**src/rtl/fpga_rst_status.sv**
```systemverilog
// fpga_rst_status: board reset / PLL lock sequencer with staggered domain
// releases, a software reset path and status LEDs.
//
// state   | meaning
// HOLD    | all domains in reset, debouncing board reset and PLL lock
// RELEASE | domains leave reset one by one, StretchCycles apart
// RUN     | all domains out of reset, ready_o high
// SWRST   | software-requested reset, held StretchCycles, no debounce
//
// Ports:
//   clk_i         single clock, rising edge
//   rst_i         asynchronous active-high reset
//   board_rst_ni  asynchronous board reset, active-low (synchronized here)
//   pll_locked_i  asynchronous PLL lock (synchronized here)
//   sw_rst_req_i  one-cycle software reset request, honoured only in RUN
//   exit_i        SoC exit word: bit0 valid, bits[63:1] exit code
//   rst_no        per-domain active-low resets, registered
//   ready_o       high while in RUN
//   state_o       current state (HOLD=0, RELEASE=1, RUN=2, SWRST=3)
//   led_o         [0] heartbeat, [1] exit seen, [2] nonzero exit code,
//                 [3] lock lost, upper bits tied low
module fpga_rst_status #(
  parameter int NrDomains      = 3,
  parameter int DebounceCycles = 1024,
  parameter int StretchCycles  = 16,
  parameter int HeartbeatDiv   = 25_000_000,
  parameter int NrLeds         = 4
) (
  input  logic                 clk_i,
  input  logic                 rst_i,
  input  logic                 board_rst_ni,
  input  logic                 pll_locked_i,
  input  logic                 sw_rst_req_i,
  input  logic [63:0]          exit_i,
  output logic [NrDomains-1:0] rst_no,
  output logic                 ready_o,
  output logic [1:0]           state_o,
  output logic [NrLeds-1:0]    led_o
);

  // One counter serves debounce, release stagger and software-reset hold.
  localparam int RelMax  = (NrDomains - 1) * StretchCycles;
  localparam int CntMaxA = (DebounceCycles - 1 > RelMax) ? DebounceCycles - 1 : RelMax;
  localparam int CntMax  = (CntMaxA > StretchCycles - 1) ? CntMaxA : StretchCycles - 1;
  localparam int CntW    = $clog2(CntMax + 1);
  localparam int HbW     = $clog2(HeartbeatDiv);

  localparam logic [CntW-1:0] DebLast = CntW'(DebounceCycles - 1);
  localparam logic [CntW-1:0] RelLast = CntW'(RelMax);
  localparam logic [CntW-1:0] SwLast  = CntW'(StretchCycles - 1);
  localparam logic [HbW-1:0]  HbLast  = HbW'(HeartbeatDiv - 1);

  typedef enum logic [1:0] {
    HOLD    = 2'd0,
    RELEASE = 2'd1,
    RUN     = 2'd2,
    SWRST   = 2'd3
  } state_t;

  state_t                state_q, state_d;
  logic [CntW-1:0]       cnt_q, cnt_d;
  logic [NrDomains-1:0]  rst_q, rst_d;
  logic [1:0]            board_s, lock_s;
  logic [HbW-1:0]        hb_cnt_q, hb_cnt_d;
  logic                  hb_q, hb_d;
  logic                  exit_seen_q, exit_seen_d;
  logic                  exit_code_q, exit_code_d;
  logic                  lock_lost_q, lock_lost_d;
  logic                  good;
  logic                  hold_entry;

  assign good = board_s[1] & lock_s[1];

  always_comb begin
    state_d = state_q;
    cnt_d   = cnt_q;
    rst_d   = rst_q;
    unique case (state_q)
      HOLD: begin
        rst_d = '0;
        if (!good) begin
          cnt_d = '0;
        end else if (cnt_q == DebLast) begin
          state_d = RELEASE;
          cnt_d   = '0;
        end else begin
          cnt_d = cnt_q + 1'b1;
        end
      end
      RELEASE: begin
        if (!good) begin
          state_d = HOLD;
          cnt_d   = '0;
          rst_d   = '0;
        end else begin
          // counter only climbs, so domains release strictly in index order
          for (int k = 0; k < NrDomains; k++) begin
            if (cnt_q == CntW'(k * StretchCycles)) rst_d[k] = 1'b1;
          end
          if (cnt_q == RelLast) begin
            state_d = RUN;
            cnt_d   = '0;
          end else begin
            cnt_d = cnt_q + 1'b1;
          end
        end
      end
      RUN: begin
        if (!good) begin
          state_d = HOLD;
          cnt_d   = '0;
          rst_d   = '0;
        end else if (sw_rst_req_i) begin
          state_d = SWRST;
          cnt_d   = '0;
          rst_d   = '0;
        end
      end
      SWRST: begin
        rst_d = '0;
        if (!good) begin
          state_d = HOLD;
          cnt_d   = '0;
        end else if (cnt_q == SwLast) begin
          state_d = RELEASE;
          cnt_d   = '0;
        end else begin
          cnt_d = cnt_q + 1'b1;
        end
      end
      default: begin
        state_d = HOLD;
        cnt_d   = '0;
        rst_d   = '0;
      end
    endcase
  end

  assign hold_entry = (state_q != HOLD) && (state_d == HOLD);

  always_comb begin
    hb_cnt_d    = hb_cnt_q;
    hb_d        = hb_q;
    exit_seen_d = exit_seen_q;
    exit_code_d = exit_code_q;
    // heartbeat follows the next state so it is low in the same cycle RUN is left
    if (state_d != RUN) begin
      hb_cnt_d = '0;
      hb_d     = 1'b0;
    end else if (state_q == RUN) begin
      if (hb_cnt_q == HbLast) begin
        hb_cnt_d = '0;
        hb_d     = ~hb_q;
      end else begin
        hb_cnt_d = hb_cnt_q + 1'b1;
      end
    end
    if (hold_entry) begin
      exit_seen_d = 1'b0;
      exit_code_d = 1'b0;
    end else if (state_q == RUN && exit_i[0]) begin
      exit_seen_d = 1'b1;
      if (|exit_i[63:1]) exit_code_d = 1'b1;
    end
    // synchronized lock is about to fall (stage 1 already low)
    lock_lost_d = lock_lost_q | ((state_q != HOLD) && lock_s[1] && !lock_s[0]);
  end

  always_ff @(posedge clk_i or posedge rst_i) begin
    if (rst_i) begin
      state_q     <= HOLD;
      cnt_q       <= '0;
      rst_q       <= '0;
      board_s     <= '0;
      lock_s      <= '0;
      hb_cnt_q    <= '0;
      hb_q        <= 1'b0;
      exit_seen_q <= 1'b0;
      exit_code_q <= 1'b0;
      lock_lost_q <= 1'b0;
    end else begin
      state_q     <= state_d;
      cnt_q       <= cnt_d;
      rst_q       <= rst_d;
      board_s     <= {board_s[0], board_rst_ni};
      lock_s      <= {lock_s[0], pll_locked_i};
      hb_cnt_q    <= hb_cnt_d;
      hb_q        <= hb_d;
      exit_seen_q <= exit_seen_d;
      exit_code_q <= exit_code_d;
      lock_lost_q <= lock_lost_d;
    end
  end

  assign rst_no  = rst_q;
  assign ready_o = (state_q == RUN);
  assign state_o = state_q;

  always_comb begin
    led_o      = '0;
    led_o[3:0] = {lock_lost_q, exit_code_q, exit_seen_q, hb_q};
  end

endmodule
```
**config.mk**
```make
export PLATFORM = sky130hd
export DESIGN_NAME = fpga_rst_status
export DESIGN_NICKNAME = d
export VERILOG_FILES = /design/src/rtl/fpga_rst_status.sv
export SDC_FILE = /design/constraint.sdc
export NUM_CORES = 1
export LEC_CHECK = 0
export ABC_AREA = 0
export BUFFER_PORTS_ARGS = -buffer_cell sky130_fd_sc_hd__clkbuf_2
export CAP_MARGIN = 20
export CORE_MARGIN = 5
export CORE_UTILIZATION = 40
export CTS_BUF_LIST = sky130_fd_sc_hd__clkbuf_2 sky130_fd_sc_hd__clkbuf_4 sky130_fd_sc_hd__clkbuf_8
export DETAILED_ROUTE_END_ITERATION = 16
export PLACE_DENSITY = 0.76
export SLEW_MARGIN = 0
export SYNTH_ARGS = -nofsm -noshare
export SYNTH_HDL_FRONTEND = slang
export SYNTH_SLANG_ARGS = --single-unit
```
**constraint.sdc**
```tcl
create_clock -name clk_i -period 4.33 [get_ports clk_i]
set_clock_uncertainty 0.05 [all_clocks]
set_input_delay 0.433 -clock clk_i [delete_from_list [all_inputs] [get_ports clk_i]]
set_output_delay 0.433 -clock clk_i [all_outputs]
set_load 0.01 [all_outputs]
```
# Yosys cells after proc, flatten, opt, wreduce, memory -nomap -nowiden
# Cells that the tools add are included.
dict set report word_totals {
  reg_bits 48
  inputBits 69
  wordCells 86
  out_inout_bits 10
}
dict set report op_classes {
  n_mux 36
  bitwise_logic 3
  n_eq_ne 13
  addsub 2
  n_reduce_logical 20
}
# operator count
set ops {}
lappend ops {{two-way mux 10 bit} 8}
lappend ops {{two-way mux 25 bit} 3}
lappend ops {{OR reduction 63 bit} 1}
lappend ops {{one-hot mux 10 bit (4 select lines)} 1}
lappend ops {{adder 25 x 1 -> 25 bit (second input constant)} 1}
lappend ops {{== test 25 bit (second input constant)} 1}
lappend ops {{two-way mux 2 bit} 8}
lappend ops {{inequality test 3 bit (second input constant)} 4}
lappend ops {{two-way mux 1 bit} 11}
lappend ops {{adder 10 x 1 -> 10 bit (second input constant)} 1}
lappend ops {{== test 10 bit (second input constant)} 1}
lappend ops {{== test 10 x 4 -> 1 bit (second input constant)} 1}
lappend ops {{== test 10 x 5 -> 1 bit (second input constant)} 1}
lappend ops {{== test 10 x 6 -> 1 bit (second input constant)} 1}
lappend ops {{logical NOT 10 bit} 1}
lappend ops {{AND reduction 2 bit} 5}
lappend ops {{nonzero test 2 bit} 5}
lappend ops {{two-way mux 3 bit} 3}
lappend ops {{one-hot mux 3 bit (3 select lines)} 1}
lappend ops {{one-hot mux 2 bit (4 select lines)} 1}
lappend ops {{== test 2 bit (second input constant)} 2}
lappend ops {{logical AND 1 bit} 4}
lappend ops {{logical NOT 2 bit} 2}
lappend ops {{== test 2 x 1 -> 1 bit (second input constant)} 1}
lappend ops {{6 further kinds} 6}

# Depth between registers and ports, before layout
dict set report depth {
  depth_word 8
  mapped_depth 8
  depth_no_buf 8
}

# Worst setup path after synthesis
# No wires, ideal clock.
dict set report synth_timing {
  kind {register to register}
  startpoint {reg cnt_q[0]}
  endpoint {reg cnt_q[2]}
  required_ps 4162
  period_less_slack_ps 2197
  path_buffers 1
  arrival_time_ps 2029
  slack_ps 2133
  setup_time_ps 118
  stages_incl_launch_ff 9
  path_cell_list {dfrtp_1 -> inv_1 -> ha_1 -> or4b_4 -> o41a_1 -> a22oi_2 -> buf_4 -> o21ai_1 -> a21o_1}
}
dict set report synth_via {
  elab_chain_cells 4
  word_cells_on_any_way 11
  classes_between {1 x add/sub; 3 x eq/ne; 7 x mux}
}
# item line_no
set synth_lines {}
lappend synth_lines {{start: declaration} 61} ;# logic [CntW-1:0] cnt_q, cnt_d;
lappend synth_lines {{start signal: assignment} 183} ;# cnt_q <= cnt_d;
lappend synth_lines {{adder 10 x 1 -> 10 bit, or another cell as far along} {87, 104, 128}}
lappend synth_lines {{two-way mux 10 bit, on equally long branches} {124, 100, 83}}
lappend synth_lines {{two-way mux 10 bit, on equally long branches} {121, 81, 91}}
lappend synth_lines {{one-hot mux 10 bit (4 select lines) *} 78} ;# unique case (state_q)
# Every way passes the cells marked *; elsewhere a longest branch is shown, timed or not.
# A chain may end at the register's enable or synchronous reset.

# Worst setup path after layout
dict set report layout_timing {
  startpoint {reg cnt_q[0]}
  endpoint {reg hb_cnt_q[11]}
}
dict set report layout_via {
  elab_chain_cells 6
  word_cells_on_any_way 13
  classes_between {4 x eq/ne; 8 x mux; 1 x reduce/logical}
}
# item line_no
set layout_lines {}
lappend layout_lines {{== test 10 x 4 -> 1 bit, or another cell as far along} 124} ;# end else if (cnt_q == SwLast) begin
lappend layout_lines {{two-way mux 2 bit, on equally long branches} {124, 100, 83}}
lappend layout_lines {{two-way mux 2 bit, on equally long branches} {121, 81, 91}}
lappend layout_lines {{one-hot mux 2 bit (4 select lines) *} 78}
lappend layout_lines {{inequality test 2 bit *} 147} ;# if (state_d != RUN) begin
lappend layout_lines {{two-way mux 25 bit / nonzero test 2 bit (equally long branches)} --}
lappend layout_lines {{end signal: assignment} 187} ;# hb_cnt_q <= hb_cnt_d;
lappend layout_lines {{end: declaration} 64} ;# logic [HbW-1:0] hb_cnt_q, hb_cnt_d;
# Marked as above.

==> summary.txt <==
STA
  – Setup Viol. Count Final: 0
  – Setup_tns: 0 ps
  – Worst slew pin tran: 811 ps
  – Fmax: 386 MHz
  – Worst setup margin: 1740 ps
  – RSZ-0062 raised after global routing: false
  – Tmin final: 2590 ps
  – Worst slew margin: 45.4%
  – Hold Vio Cnt, Final: 0
  – Final critical-path share of the clock period: 59.8%
  – Slew Viols, Final: 0

Yosys
  – Synth Area in Compound Gates: 20.1%
  – Mux share of post-synthesis cell area: 0.348%
  – Instance count of the mapped netlist: 326
  – Adder-cell area share of the yosys netlist: 1.30%
  – Yosys cell types: 54
  – Top FF cell, synth: dfrtp_1
  – Syn_area_per_cell: 8.83 um2
  – Syn Nets: 398
  – Area fraction in and, or, nand and nor cells after synthesis: 30.6%
  – Post-synth EDFFs: 0
  – Largest family of logic cells by synthesized area: simple AND/OR/NAND/NOR gates
  – Fraction of registers with async set/reset: 100%
  – Yosys warning total: 0
  – Cell area after synthesis: 2880 um2
  – Flop and latch count out of synthesis: 48
  – Sequential share of the synthesized area: 41.7%
  – Xor/xnor cell area share of the yosys netlist: 0.304%

Critical path
  – WP data arrival: 2770 ps
  – Worst Path Required: 4510 ps
  – Cell count along the critical path: 8
  – R2r worst-path depth: 8
  – CP delay by family, top: simple AND/OR/NAND/NOR gates
  – CP Class: reg2reg
  – CP most frequent cell: a31oi_1
  – Worst path cell trace: inv_1 -> ha_1 -> or4b_4 -> nor4_4 -> buf_4 -> a31oi_1 -> or4_1 -> a31oi_1
  – Buf/Inv on CP: 2
  – CP endpoint kind: flop
  – Worst setup path start: cnt_q[0]
  – Crit path max-delay cell type: or4b_4
  – CP Capture Point: hb_cnt_q[11]
  – CP Max Fanout: 22
  – R2R Setup Slk: 1740 ps
  – RR Endpoint: hb_cnt_q[11]
  – Worst R2R Start: cnt_q[0]
  – Largest stage delay on the critical path: 500 ps
  – Startpoint Class: flop

CTS
  – H-tree depth: 2
  – Worst-skew pair later-pin latency: 300 ps
  – Clock sink total: 48
  – CTS Root Cell: clkbuf_8
  – Worst-path clk slew: 90 ps
  – TritonCTS buffer count: 5
  – Max Buffers Root-to-Sink: 2
  – CTS tree: yes
  – CTS Hold Bufs: 0
  – Setup bufs post-CTS: 0
  – Cts repair resizes: 0

Final layout
  – Commonest non-fill, non-tap cell in the layout: clkbuf_2
  – Layout cells sized above 1: 26.3%
  – Area Overhead vs Synth: 19.5%
  – N_diodes: 0
  – Final nets: 467
  – Fill cell count: 710
  – Commonest cells after routing, fill and taps aside: clkbuf_2, dfrtp_1, nor4_1

Floorplanning
  – DIE AREA: 8990 um2
  – Starting Density: 40.3%
  – Die Height: 94.8 um
  – Row cnt: 31
  – Core Region: 7140 um2
  – DIE WIDTH: 94.8 um
  – IO Count: 79

Global route
  – GRT Total Usage: 18.6%
  – Pin count of the biggest net entering global routing: 49
  – Number of global-route vias before repair: 3,009
  – Initial antenna violation count: 0
  – Gr ovfl total: 0
  – First-pass GRT wire length: 13,300 um

Run
  – Max Cap Viol: 0

Power
  – Total power: 776 uW
  – Leakage power: 1.55 nW
  – Peak supply drop: 0.0000999 V
  – P per Cell Area: 225 nW/um2

Route
  – Drt total wl: 7970 um
  – Vias: 2,941
  – DRT antenna net count: 0
  – Drc violations: 0
  – Drt first pass iters: 4
  – First DRT Iteration DRCs: 166
  – Drt wl/cell: 16.1 um
  – Vias/cell: 5.95

Placement
  – DP Worst Slack: 1800 ps
  – GPL Wtd Cong: 0.888
  – Port buffer count: 78
  – Dpl hpwl: 5990 um

Outcome
  – Status: completed

Worst hold path
  – Worst Hold Class: in2async
[report_power, final]
| part | switching, mW | internal [mW] |
|---|---|---|
| combinational | 0.0283 | 0.0304 |
| clock | 0.147 | 0.116 |
| sequential | 0.00244 | 0.451 |
| total | 0.178 | 0.597 |
[sequential cells by signal (all words and copies together), names as in the netlist]
name         cells
board_s          2
cnt_q           10
exit_code_q      1
exit_seen_q      1
hb_cnt_q        25
hb_q             1
lock_lost_q      1
lock_s           2
rst_no           3
state_o          2
[layout make-up]
| class | instances | area (um2) | area share (%) |
|---|---|---|---|
| flip-flops and latches | 48 | 1200 | 34.9 |
| inverters | 17 | 63.8 | 1.86 |
| clock inverters | 1 | 5.00 | 0.146 |
| repair buffers | 82 | 453 | 13.2 |
| multi-input cells | 241 | 1520 | 44.1 |
| clock buffers | 6 | 76.3 | 2.22 |
| well taps | 99 | 124 | 3.60 |
[metrics by stage]
stage	cell area, um2	hold WS [ps]	instances	util (%)
after detailed placement	3310	324	485	46.4
after global routing	3440	51.1	494	48.2
after CTS	3390	180	492	47.5
final	3440	25.2	494	48.2
after global placement	3310	304	485	46.4
after floorplan	2880	281	326	-
[synth_stat cells (3+ instances only)]
master    number  area share, %
buf_2          3           0.52
nor4_1        29            6.3
a21oi_1        6            1.0
o22ai_1        3           0.65
ha_1           3            1.3
nor2_1        16            2.1
nand4_1       18            3.9
or4_1          4            1.0
nand2_1       27            3.5
nor3b_1        3           0.78
inv_1         16            2.1
nand3_1       16            2.8
dfrtp_1       48             42
buf_4          5            1.3
a21o_1        12            3.1
and2_1         5            1.1
o21ai_0       15            2.6
o21bai_1       3           0.78
nor3_1        10            1.7
and4_1         4            1.2
a31oi_1       18            3.9
a31o_2         7            2.1
a41oi_1        4            1.2
and3_1         6            1.3
clkbuf_1      12            1.6
[logic make-up after synthesis]
family / after synthesis
AO/OA/AOI/OAI: 83
XOR/XNOR: 1
adder cells (fa/ha/maj): 3
buffers and inverters: 37
flip-flops: 48
multiplexers: 1
AND/OR/NAND/NOR: 153
[worst register-to-register path, stage by stage, from the launching register on]
cell and delay (ps):
dfrtp_1 440, inv_1 80, ha_1 160, or4b_4 500, nor4_4 220, buf_4 300, a31oi_1 100, or4_1 490
a31oi_1 180
[per-layer routing]
metal  up-vias  GRT usage (%)  share of wire (%)
li1       1410              -                  -
met1      1375           22.1                 39
met2       139           31.8                 50
met3        17           4.46                7.5
met4         0           8.05                2.8
met5         -              0                  0
[worst min path at each step]
| stage | startpoint | end | slack, ps | depth (start not counted) |
|---|---|---|---|---|
| after floorplan | board_s[0] | board_s[1] | 280 | 0 |
| after global placement | lock_s[0] | lock_s[1] | 300 | 0 |
| after detailed placement | board_s[0] | board_s[1] | 320 | 0 |
| after CTS | board_rst_ni | board_s[0] | 180 | 1 |
| after global routing | rst_i | cnt_q[2] | 50 | 2 |
| final | rst_i | cnt_q[2] | 30 | 2 |
Power figures use the tool's default switching activity.
